===== src/rtl/seven_seg_pkg.sv =====
// Shared seven-segment glyph table (bit0=a .. bit6=g, active-high), used by
// both the hex-to-segment encoder and the capture-side decoder.
package seven_seg_pkg;

  localparam int unsigned SEG_W    = 7;
  localparam int unsigned NIBBLE_W = 4;

  localparam logic [SEG_W-1:0] GLYPH_0     = 7'h3F;
  localparam logic [SEG_W-1:0] GLYPH_1     = 7'h06;
  localparam logic [SEG_W-1:0] GLYPH_2     = 7'h5B;
  localparam logic [SEG_W-1:0] GLYPH_3     = 7'h4F;
  localparam logic [SEG_W-1:0] GLYPH_4     = 7'h66;
  localparam logic [SEG_W-1:0] GLYPH_5     = 7'h6D;
  localparam logic [SEG_W-1:0] GLYPH_6     = 7'h7D;
  localparam logic [SEG_W-1:0] GLYPH_7     = 7'h07;
  localparam logic [SEG_W-1:0] GLYPH_8     = 7'h7F;
  localparam logic [SEG_W-1:0] GLYPH_9     = 7'h67;
  localparam logic [SEG_W-1:0] GLYPH_A     = 7'h77;
  localparam logic [SEG_W-1:0] GLYPH_B     = 7'h7C;
  localparam logic [SEG_W-1:0] GLYPH_C     = 7'h39;
  localparam logic [SEG_W-1:0] GLYPH_D     = 7'h5E;
  localparam logic [SEG_W-1:0] GLYPH_E     = 7'h79;
  localparam logic [SEG_W-1:0] GLYPH_F     = 7'h71;
  localparam logic [SEG_W-1:0] GLYPH_BLANK = 7'h00;

endpackage


===== src/rtl/seven_seg_to_hex.sv =====
// Combinational inverse of the hex-to-segment encoder: segment pattern back
// to nibble, with flags for a recognised glyph and for a blank digit.
module seven_seg_to_hex
  import seven_seg_pkg::*;
(
  input  logic [SEG_W-1:0]    i_seg,
  output logic [NIBBLE_W-1:0] o_nibble_c,
  output logic                o_is_glyph_c,
  output logic                o_is_blank_c
);

  always_comb begin
    o_nibble_c   = '0;
    o_is_glyph_c = 1'b1;
    o_is_blank_c = (i_seg == GLYPH_BLANK);
    case (i_seg)
      GLYPH_0: o_nibble_c = 4'h0;
      GLYPH_1: o_nibble_c = 4'h1;
      GLYPH_2: o_nibble_c = 4'h2;
      GLYPH_3: o_nibble_c = 4'h3;
      GLYPH_4: o_nibble_c = 4'h4;
      GLYPH_5: o_nibble_c = 4'h5;
      GLYPH_6: o_nibble_c = 4'h6;
      GLYPH_7: o_nibble_c = 4'h7;
      GLYPH_8: o_nibble_c = 4'h8;
      GLYPH_9: o_nibble_c = 4'h9;
      GLYPH_A: o_nibble_c = 4'hA;
      GLYPH_B: o_nibble_c = 4'hB;
      GLYPH_C: o_nibble_c = 4'hC;
      GLYPH_D: o_nibble_c = 4'hD;
      GLYPH_E: o_nibble_c = 4'hE;
      GLYPH_F: o_nibble_c = 4'hF;
      default: o_is_glyph_c = 1'b0;
    endcase
  end

endmodule


===== src/rtl/seven_seg_capture.sv =====
// Receive side of the multiplexed seven-segment bus: synchronise, wait for a
// stable single-digit pattern, decode it and assemble the hex word.
module seven_seg_capture
  import seven_seg_pkg::*;
#(
  parameter int unsigned N_DIGITS      = 4,
  parameter int unsigned STABLE_CYCLES = 8
) (
  input  logic                    i_clk,
  input  logic                    i_rst_n,
  input  logic [SEG_W-1:0]        i_seg,
  input  logic [N_DIGITS-1:0]     i_an,
  output logic [4*N_DIGITS-1:0]   o_data,
  output logic [N_DIGITS-1:0]     o_digit_valid,
  output logic [N_DIGITS-1:0]     o_err,
  output logic                    o_frame_valid
);

  localparam int unsigned SW = SEG_W + N_DIGITS;
  localparam int unsigned CW = $clog2(STABLE_CYCLES + 1);

  logic [SW-1:0]         r_sync1, r_sync2, r_prev;
  logic [CW-1:0]         r_cnt;
  logic [N_DIGITS-1:0]   r_seen;
  logic [4*N_DIGITS-1:0] r_data;
  logic [N_DIGITS-1:0]   r_digit_valid, r_err;
  logic                  r_frame_valid;

  logic [SEG_W-1:0]      w_seg;
  logic [N_DIGITS-1:0]   w_an_act, w_sel, w_seen_next;
  logic                  w_same, w_accept;
  logic [NIBBLE_W-1:0]   w_nibble;
  logic                  w_is_glyph, w_is_blank;

  assign w_seg       = r_sync2[SEG_W-1:0];
  assign w_an_act    = ~r_sync2[SW-1:SEG_W];
  assign w_same      = (r_sync2 == r_prev);
  // Fires only on the 7->8 style transition of the counter, so once per stable period
  assign w_accept    = w_same && (r_cnt == CW'(STABLE_CYCLES - 1)) && $onehot(w_an_act);
  assign w_sel       = w_accept ? w_an_act : '0;
  assign w_seen_next = r_seen | w_sel;

  seven_seg_to_hex u_dec (
    .i_seg        (w_seg),
    .o_nibble_c   (w_nibble),
    .o_is_glyph_c (w_is_glyph),
    .o_is_blank_c (w_is_blank)
  );

  always_ff @(posedge i_clk or negedge i_rst_n) begin
    if (!i_rst_n) begin
      r_sync1       <= '0;
      r_sync2       <= '0;
      r_prev        <= '0;
      r_cnt         <= '0;
      r_seen        <= '0;
      r_data        <= '0;
      r_digit_valid <= '0;
      r_err         <= '0;
      r_frame_valid <= 1'b0;
    end else begin
      r_sync1 <= {i_an, i_seg};
      r_sync2 <= r_sync1;
      r_prev  <= r_sync2;

      if (!w_same)
        r_cnt <= '0;
      else if (r_cnt != CW'(STABLE_CYCLES))
        r_cnt <= r_cnt + 1'b1;

      // Mask full after the completing accept: pulse and start a fresh frame
      if (&r_seen) begin
        r_frame_valid <= 1'b1;
        r_seen        <= '0;
      end else begin
        r_frame_valid <= 1'b0;
        r_seen        <= w_seen_next;
      end

      for (int k = 0; k < int'(N_DIGITS); k++) begin
        if (w_sel[k]) begin
          if (w_is_glyph) begin
            r_data[4*k +: 4] <= w_nibble;
            r_digit_valid[k] <= 1'b1;
            r_err[k]         <= 1'b0;
          end else begin
            r_digit_valid[k] <= 1'b0;
            r_err[k]         <= !w_is_blank;
          end
        end
      end
    end
  end

  assign o_data        = r_data;
  assign o_digit_valid = r_digit_valid;
  assign o_err         = r_err;
  assign o_frame_valid = r_frame_valid;

endmodule

===== config.mk =====
export PLATFORM = sky130hd
export DESIGN_NAME = seven_seg_capture
export DESIGN_NICKNAME = d
export VERILOG_FILES = /design/src/rtl/seven_seg_pkg.sv /design/src/rtl/seven_seg_to_hex.sv /design/src/rtl/seven_seg_capture.sv
export SDC_FILE = /design/constraint.sdc
export NUM_CORES = 1
export LEC_CHECK = 0
export BUFFER_PORTS_ARGS = -buffer_cell sky130_fd_sc_hd__buf_2
export CAP_MARGIN = 20
export CORE_AREA = 2 2 78 80
export CTS_CLUSTER_DIAMETER = 30
export CTS_CLUSTER_SIZE = 16
export DETAILED_ROUTE_END_ITERATION = 8
export DIE_AREA = 0 0 80 82
export GPL_TIMING_DRIVEN = 1
export PLACE_DENSITY = 0.74
export SYNTH_ARGS = -nofsm -noshare
export SYNTH_HDL_FRONTEND = slang
export SYNTH_SLANG_ARGS = --single-unit

===== constraint.sdc =====
create_clock -name i_clk -period 2.8 [get_ports i_clk]
set_input_delay 0.56 -clock i_clk [delete_from_list [all_inputs] [get_ports i_clk]]
set_output_delay 0.56 -clock i_clk [all_outputs]
set_load 0.01 [all_outputs]

==> metrics.cfg, run 1 <==
[status]
status = finished with violations
violations = setup timing

[clock_network]
cts_max_level = 3
cts.reportedPaths.clkPinSlew_ps = 70
clk_latency_ps = 340
hold_buffers = 0
clkSinkCount = 66
cts_tree = done
cts-buffers-inserted = 9
root_buffer = clkbuf_8
clockBufferDepth = 2

[logic_synthesis]
yosys.cell_types.count = 49
netlist_area_mm2 = 0.00285
ys_ff_latch = 66
synth.yosys.seq_area_share = 0.579
synth-edff-count = 0
avgSynthCellArea_um2 = 13.0
yosysWarnings = 0
synth-main-ff-cell = dfrtp_1
synth_cells = 220
ys_async_sr_fraction = 1.00
syn_nets = 238

[pwr]
power_density_mw_per_mm2 = 536
leakage_nw = 1.70
p_total_mw = 1.91
ir_drop_uv = 401

[route]
vias = 1925
drtIter0Drc = 89
ant_nets = 0
dr.pass1.iters = 4
drc_errors = 0
routedWlPerCell_um = 15.7
routed_wl_mm = 5.65
viasPerCell = 5.35

[global_route]
overflow = 0
grt_pass1_vias = 1850
grt_start_max_net_pins = 36
grt_antenna_before_repair = 0
grt_pass1_wl_mm = 8.87
grt_usage = 0.180

[critical_path]
startpoint_type = register
worstSetupPathType = register to register
reg2regPathDepth = 10
r2r_end = o_data[6]
crit_path_top_delay_cell = fa_1
startpoint = r_sync2[7]
crit_top_cell = buf_4
cp.buffers_inverters = 3
cp.required_ps = 3020
r2r-start = r_sync2[7]
endpoint_kind = register
critical_path.max_stage_delay_ps = 550
path_delay_family = adder cells
r2r_slack_ps = -160
cp.arrival_ps = 3180
crit_chain = fa_1 > inv_2 > ha_4 > nand2_2 > nor4_2 > nand4_1 > buf_4 > a311oi_2 > buf_4 > mux2_4
path_max_fanout = 5

[placed_design]
place_congestion = 0.788
dp_hpwl_mm = 3.72
pre_cts_ws_ps = -102
dp.cells = 338
io_buffers = 37
placed_area_mm2 = 0.00322

[timing]
worst_slack_ps = -155
hold_slack_ps = 290
worst_pin_slew_ps = 783
rsz0062_at_grt = true
fin_skew_ps = 10.1
maxClockFrequency_mhz = 338
relSlewSlack = 0.478
slew_violations = 0
min_period_ps = 2960
tns_ps = -1520
period_share = 1.06
setup_violations = 15
hold_viol_final = 0

[flow_run]
drv_cap = 0

[cells_and_area]
diodes = 0
fin_cells = 360
syn2layout_area_growth_pct = 25.2
nets = 298
final_util = 0.622
final_common_cell = dfrtp_1
drive_above_1_share = 0.411
final_cell_mix = dfrtp_1, buf_2, buf_4
design_area_mm2 = 0.00357

[floorplanning]
coreArea_mm2 = 0.00575
ioPinCount = 38
num_rows = 28
fp.dieW_um = 80
dieArea_mm2 = 0.00656
start_util = 0.496
die_h_um = 82

[hold_path]
hold_class = primary input to async pin

-- Yosys cell counts (2+ instances only) --
cell	count	area, µm²
a21oi_1	4	20.0
dfrtp_1	66	1650
nand2_1	7	26.3
o21a_1	4	30.0
ha_1	4	50.1
nor4_2	2	25.0
and3b_1	2	17.5
inv_1	8	30.0
o211ai_1	2	15.0
buf_2	4	20.0
o21ai_0	4	20.0
xor2_1	13	114
mux2_2	19	214
nor4_1	3	18.8
nor3_1	3	15.0
nand3b_1	3	22.5
a311oi_2	2	30.0
o22ai_1	2	12.5
nand4_1	5	31.3
nor3b_1	3	22.5
clkbuf_1	3	11.3
nand2b_1	7	43.8
nand3_1	4	20.0
buf_4	2	15.0
or2_2	2	12.5
a311oi_4	2	52.6
nor2b_1	5	31.3
and4_1	2	17.5
o21ai_2	2	17.5
xnor2_1	3	26.3
buf_6	2	22.5
nor2_1	8	30.0
mux2i_1	2	20.0
-- final cells by class --
class                      instances  area, µm²
fill                             460       2170
sequential                        66       1650
multi-input combinational        134       1210
timing repair buffer              61        385
clock buffer                       9        124
tap                               75       93.8
clock inverter                     7       77.6
inverter                           8       30.0
-- timing repair --
| action | in CTS | in global routing |
|---|---|---|
| buffers inserted | 3 | 3 |
| pin swaps | 1 | 3 |
| resized for setup | 6 | 18 |
| endpoints found under the setup margin | 13 | 20 |
-- how the worst max path moves through the flow --
| stage | slack (ps) | endpoint | cells after the start |
|---|---|---|---|
| after floorplan | 40 | o_data[0] | 9 |
| after global placement | -40 | o_data[13] | 9 |
| after detailed placement | -100 | o_data[14] | 9 |
| after CTS | -50 | o_data[4] | 10 |
| after global routing | -270 | o_data[6] | 10 |
| final | -160 | o_data[6] | 10 |
-- where the power goes --
part	total (mW)	switching [mW]	internal [mW]
Clock	0.787	0.370	0.416
Combinational	0.130	0.0777	0.0521
Sequential	0.998	0.0210	0.977
-- state kept, by name, indices dropped and copies added, names as in the netlist --
register       count
o_err              4
o_digit_valid      4
r_seen             4
r_sync1           11
r_sync2           11
o_data            16
r_cnt              4
r_prev            11
o_frame_valid      1
-- logic make-up after synthesis --
logic type	Yosys count	synth area share
AND/OR/NAND/NOR	60	0.130
XOR/XNOR	16	0.0491
multiplexers	21	0.0821
buffers and inverters	20	0.0360
AO/OA/AOI/OAI	32	0.0992
flip-flops	66	0.579
adder cells (fa/ha/maj)	5	0.0246
-- metal layers --
| layer | track usage | part of all wire |
|---|---|---|
| met1 | 0.230 | 0.43 |
| met2 | 0.289 | 0.51 |
| met3 | 0.0670 | 0.046 |
| met4 | 0.0492 | 0.0071 |
| met5 | 0 | 0 |
Power figures use the tool's default switching activity.
==> run 2, diff against run 1 <==
- PLACE_DENSITY: 0.74 -> 0.84
==> metrics.cfg, run 2 (synthesis results as in run 1) <==
[clock_network]
cts.reportedPaths.clkPinSlew_ps = 70  ; about the same
cts-buffers-inserted = 9  ; unchanged
cts_tree = done
clockBufferDepth = 2  ; unchanged
clkSinkCount = 66  ; unchanged
root_buffer = clkbuf_8
hold_buffers = 0  ; unchanged
cts_max_level = 3  ; unchanged
clk_latency_ps = 340  ; about the same

[cells_and_area]
final_common_cell = dfrtp_1
syn2layout_area_growth_pct = 21.5
multi_input_area_mm2 = 0.00117  ; -3.1%
ff_latch_area_mm2 = 0.00165  ; unchanged
drive_above_1_share = 0.373  ; -0.0378
final_cell_mix = dfrtp_1, buf_2, buf_4
final_util = 0.603  ; -0.0183
nFillCells = 455  ; -1.1%
largest_register_ff_count = 16  ; unchanged
nets = 293  ; -1.7%
diodes = 0  ; unchanged

[placed_design]
place_congestion = 0.780  ; -1.0%
dp_hpwl_mm = 3.82  ; +2.6%
pre_cts_ws_ps = 28.0  ; +130 ps
io_buffers = 37  ; unchanged

[critical_path]
r2r_slack_ps = -100  ; +50 ps
crit_top_cell = ha_4
worstSetupPathType = register to register
path_max_fanout = 5  ; unchanged
crit_chain = fa_1 > inv_2 > ha_4 > ha_4 > nor4_2 > nand4_1 > buf_6 > a311oi_4 > mux2_4
crit_path_top_delay_cell = fa_1
cp.buffers_inverters = 2  ; -1
startpoint = r_sync2[10]
startpoint_type = register
cp.arrival_ps = 3120  ; -60 ps
critical_path.max_stage_delay_ps = 550  ; about the same
path_delay_family = adder cells
cp.required_ps = 3020  ; about the same
endpoint_kind = register
r2r-start = r_sync2[10]

[route]
drtIter0Drc = 111  ; +25%
routed_wl_mm = 5.57  ; -1.3%
dr.pass1.iters = 4  ; unchanged
routedWlPerCell_um = 15.7  ; +0.36%
drc_errors = 0  ; unchanged
vias = 1949  ; +1.2%
viasPerCell = 5.51  ; +3.0%
ant_nets = 0  ; unchanged

[global_route]
overflow = 0  ; unchanged
grt_pass1_vias = 1925  ; +4.1%
grt_usage = 0.187  ; +0.00731
grt_pass1_wl_mm = 9.09  ; +2.4%
grt_start_max_net_pins = 38  ; +5.6%
grt_antenna_before_repair = 0  ; unchanged

[pwr]
combPwrFrac = 0.069  ; about the same
power_density_mw_per_mm2 = 527  ; -1.7%
power.sequential.fraction = 0.549  ; +0.028
power_frac_clock = 0.382  ; -0.029
intPower_mw = 1.40  ; -3.4%
ir_drop_uv = 350  ; -13%
switching_power_mw = 0.430  ; -8.3%
swShare = 0.235  ; -0.00948
leakage_nw = 1.66  ; -2.7%

[floorplanning]
coreArea_mm2 = 0.00575  ; unchanged
fp.dieW_um = 80  ; unchanged
die_h_um = 82  ; unchanged
num_rows = 28  ; unchanged
start_util = 0.496  ; unchanged
ioPinCount = 38  ; unchanged
dieArea_mm2 = 0.00656  ; unchanged

[timing]
relSlewSlack = 0.635  ; +0.157
slew_violations = 0  ; unchanged
tns_ps = -981  ; +541 ps
hold_slack_ps = 90.7  ; -199 ps
fin_skew_ps = 10.8  ; +0.698 ps
worst_pin_slew_ps = 543  ; -240 ps
setup_violations = 20  ; +5
hold_viol_final = 0  ; unchanged
min_period_ps = 2900  ; -52.6 ps
period_share = 1.04  ; -0.0188
worst_slack_ps = -103  ; +52.6 ps
rsz0062_at_grt = true
maxClockFrequency_mhz = 345  ; +1.8%

[status]
status = finished with violations
violations = setup timing

[hold_path]
hold_class = primary input to async pin

[flow_run]
drv_cap = 0  ; unchanged

==> run 2: cell count changes in the layout (fill, tap and decap cells not counted), sizes merged <==
| cell | delta |
|---|---|
| clkinv | -3 |
| bufinv | -1 |
| clkbuf | +4 |
| inv | -1 |
| buf | -5 |
==> run 2: power groups by stage <==
stage                     registers [mW]  clock network (mW)  logic (mW)
after floorplan                     1.01                   0      0.0728
after global placement              1.02                   0       0.112
after detailed placement            1.02                   0       0.116
after CTS                           1.00               0.718       0.116
after global routing                1.01               0.767       0.142
final                               1.00               0.697       0.126
==> run 2: path summary, 6_finish.rpt <==
| kind | end | cells after the start |
|---|---|---|
| min in group i_clk | r_sync1[6] | 1 |
| worst max-delay path | o_data[15] | 9 |
| worst min-delay path | r_prev[8] | 1 |
| max in group asynchronous | r_prev[10] | 2 |
| worst min register to register | r_sync2[10] | 0 |
| worst max register to register | o_data[15] | 9 |
==> run 2: per-layer routing <==
layer  global-route usage  routed length, µm  vias to the layer above
met5                    0                  0                        -
met4                0.112                171                        0
met3               0.0538                314                       18
met2                0.284               2670                       62
met1                0.239               2410                      979
li1                     -                  -                      890
==> run 2: timing repair <==
action                                  in CTS  in global routing
gates resized for setup                      0                 14
buffers inserted                             0                  2
endpoints found under the setup margin       0                 19
==> run 2: area by class of cell <==
| type | instances | share of cell area |
|---|---|---|
| Sequential cell | 66 | 0.477 |
| Multi-Input combinational cell | 134 | 0.338 |
| Timing Repair Buffer | 56 | 0.100 |
| Clock buffer | 13 | 0.0458 |
| Tap cell | 75 | 0.0271 |
| Inverter | 8 | 0.00866 |
| Clock inverter | 2 | 0.00361 |
==> run 2: through the flow <==
step                      power, mW  cell area, µm²  std cells
after floorplan                1.08            2870        220
after global placement         1.13            3210        337
after detailed placement       1.14            3210        337
after CTS                      1.84            3390        352
after global routing           1.91            3470        354
final                          1.83            3470        354
==> run 3, diff against run 2 <==
- PLACE_DENSITY: 0.84 -> 0.75
==> metrics.cfg, run 3 (synthesis results as in run 1) <==
[status]
status = completed

[cells_and_area]
multi_input_area_mm2 = 0.00122  ; +4.1%
largest_register_ff_count = 16  ; unchanged
final_cell_mix = dfrtp_1, buf_2, buf_4
diodes = 0  ; unchanged
nets = 293  ; unchanged
final_common_cell = dfrtp_1
ff_latch_area_mm2 = 0.00165  ; unchanged
nFillCells = 463  ; +1.8%
final_util = 0.615  ; +0.0115
drive_above_1_share = 0.404  ; +0.0308
syn2layout_area_growth_pct = 23.9

[critical_path]
cp.arrival_ps = 3000  ; -120 ps
path_max_fanout = 6  ; +1
startpoint_type = register
worstSetupPathType = register to register
critical_path.max_stage_delay_ps = 550  ; about the same
crit_path_top_delay_cell = fa_1
crit_chain = fa_1 > inv_2 > ha_4 > nand2_4 > nor4_4 > nand4_1 > buf_6 > a311oi_4 > mux2_4
cp.required_ps = 3030  ; about the same
startpoint = r_sync2[7]
r2r-start = r_sync2[7]
endpoint_kind = register

[global_route]
grt_pass1_vias = 1862  ; -3.3%
grt_usage = 0.184  ; -0.00289
grt_antenna_before_repair = 0  ; unchanged
grt_pass1_wl_mm = 8.95  ; -1.5%
grt_start_max_net_pins = 40  ; +5.3%
overflow = 0  ; unchanged

[clock_network]
clkSinkCount = 66  ; unchanged
root_buffer = clkbuf_8
cts_tree = done
cts-buffers-inserted = 9  ; unchanged
clk_latency_ps = 340  ; about the same
cts_max_level = 3  ; unchanged
clockBufferDepth = 2  ; unchanged
cts.reportedPaths.clkPinSlew_ps = 70  ; about the same

[route]
drc_errors = 0  ; unchanged
ant_nets = 0  ; unchanged
dr.pass1.iters = 4  ; unchanged
routedWlPerCell_um = 15.7  ; -0.21%
drtIter0Drc = 70  ; -37%
vias = 1910  ; -2.0%
routed_wl_mm = 5.58  ; about the same
viasPerCell = 5.38  ; -2.3%

[floorplanning]
fp.dieW_um = 80  ; unchanged
dieArea_mm2 = 0.00656  ; unchanged
start_util = 0.496  ; unchanged
die_h_um = 82  ; unchanged
ioPinCount = 38  ; unchanged
num_rows = 28  ; unchanged
coreArea_mm2 = 0.00575  ; unchanged

[timing]
slew_violations = 0  ; unchanged
hold_slack_ps = 265  ; +174 ps
worst_pin_slew_ps = 563  ; +19.9 ps
rsz0062_at_grt = true
relSlewSlack = 0.622  ; -0.0134
period_share = 0.989  ; -0.0479
hold_viol_final = 0  ; unchanged
setup_violations = 0  ; -100%
min_period_ps = 2770  ; -134 ps
fin_skew_ps = 5.30  ; -5.53 ps
maxClockFrequency_mhz = 361  ; +4.8%

[placed_design]
io_buffers = 37  ; unchanged
place_congestion = 0.760  ; -2.5%
dp_hpwl_mm = 3.79  ; -0.96%

[pwr]
leakage_nw = 1.69  ; +1.8%
power_density_mw_per_mm2 = 549  ; +4.2%
p_total_mw = 1.94  ; +6.2%
ir_drop_uv = 372  ; +6.4%

[hold_path]
hold_class = primary input to async pin

[flow_run]
drv_cap = 0  ; unchanged

run 3: changes by cell type in the layout (fill, tap and decap cells not counted), moves of 2 or more:
cell,change
nor2_2,+4
mux2_2,-4
mux2_4,+4
clkbuf_1,-2
nor2_1,-4
run 3: layout make-up:
cell class	count	share of cell area
Clock buffer	10	0.0390
Multi-Input combinational cell	134	0.345
Timing Repair Buffer	56	0.0949
Sequential cell	66	0.468
Inverter	8	0.00850
Tap cell	75	0.0266
Clock inverter	6	0.0184
run 3: critical path, delay by kind of cell (launching register included):
kind | cells | cell delay, ps
compound gates | 1 | 420
fa+ha+maj | 2 | 810
buf+inv | 2 | 220
flops | 1 | 420
mux | 1 | 340
simple gates | 3 | 450
run 3: final timing paths:
path | endpoint | slack (ps) | cells past startpoint
worst min register to register | r_sync2[9] | 350 | 0
max in group asynchronous | r_cnt[3] | 1800 | 3
min in group i_clk | r_sync1[3] | 320 | 1
worst min-delay path | r_sync1[8] | 260 | 2
worst max-delay path | o_data[13] | 30 | 9
worst max register to register | o_data[13] | 30 | 9
run 3: per-stage QoR:
| stage | std cells | setup TNS, ps | instance area (µm²) | setup slack (ps) |
|---|---|---|---|---|
| 5_1_grt | 355 | -609 | 3530 | -112 |
| 4_1_cts | 354 | -2.86 | 3460 | -2.86 |
| 2_1_floorplan | 220 | 0 | 2870 | 37.3 |
| 3_3_place_gp | 337 | 0 | 3200 | 75.9 |
| 3_5_place_dp | 337 | -609 | 3200 | -82.0 |
| 6_report | 355 | 0 | 3530 | 31.4 |
run 3: power breakdown:
group | switching [mW] | leakage [nW] | internal [mW]
Sequential | 0.0204 | 0.845 | 0.977
Combinational | 0.0794 | 0.739 | 0.0550
Clock | 0.370 | 0.103 | 0.436
run 3: what timing repair did:
action | in CTS | in global routing
gates resized for setup | 8 | 18
pin swaps | 5 | 5
setup endpoints to repair | 15 | 19
hold buffers | 0 | 0
setup buffers | 1 | 1
run 3: metal layers:
| layer | vias to the layer above | global-route usage | wire length [µm] |
|---|---|---|---|
| li1 | 891 | - | - |
| met1 | 958 | 0.241 | 2490 |
| met2 | 52 | 0.288 | 2740 |
| met3 | 9 | 0.0615 | 269 |
| met4 | 0 | 0.0661 | 70 |
| met5 | - | 0 | 0 |
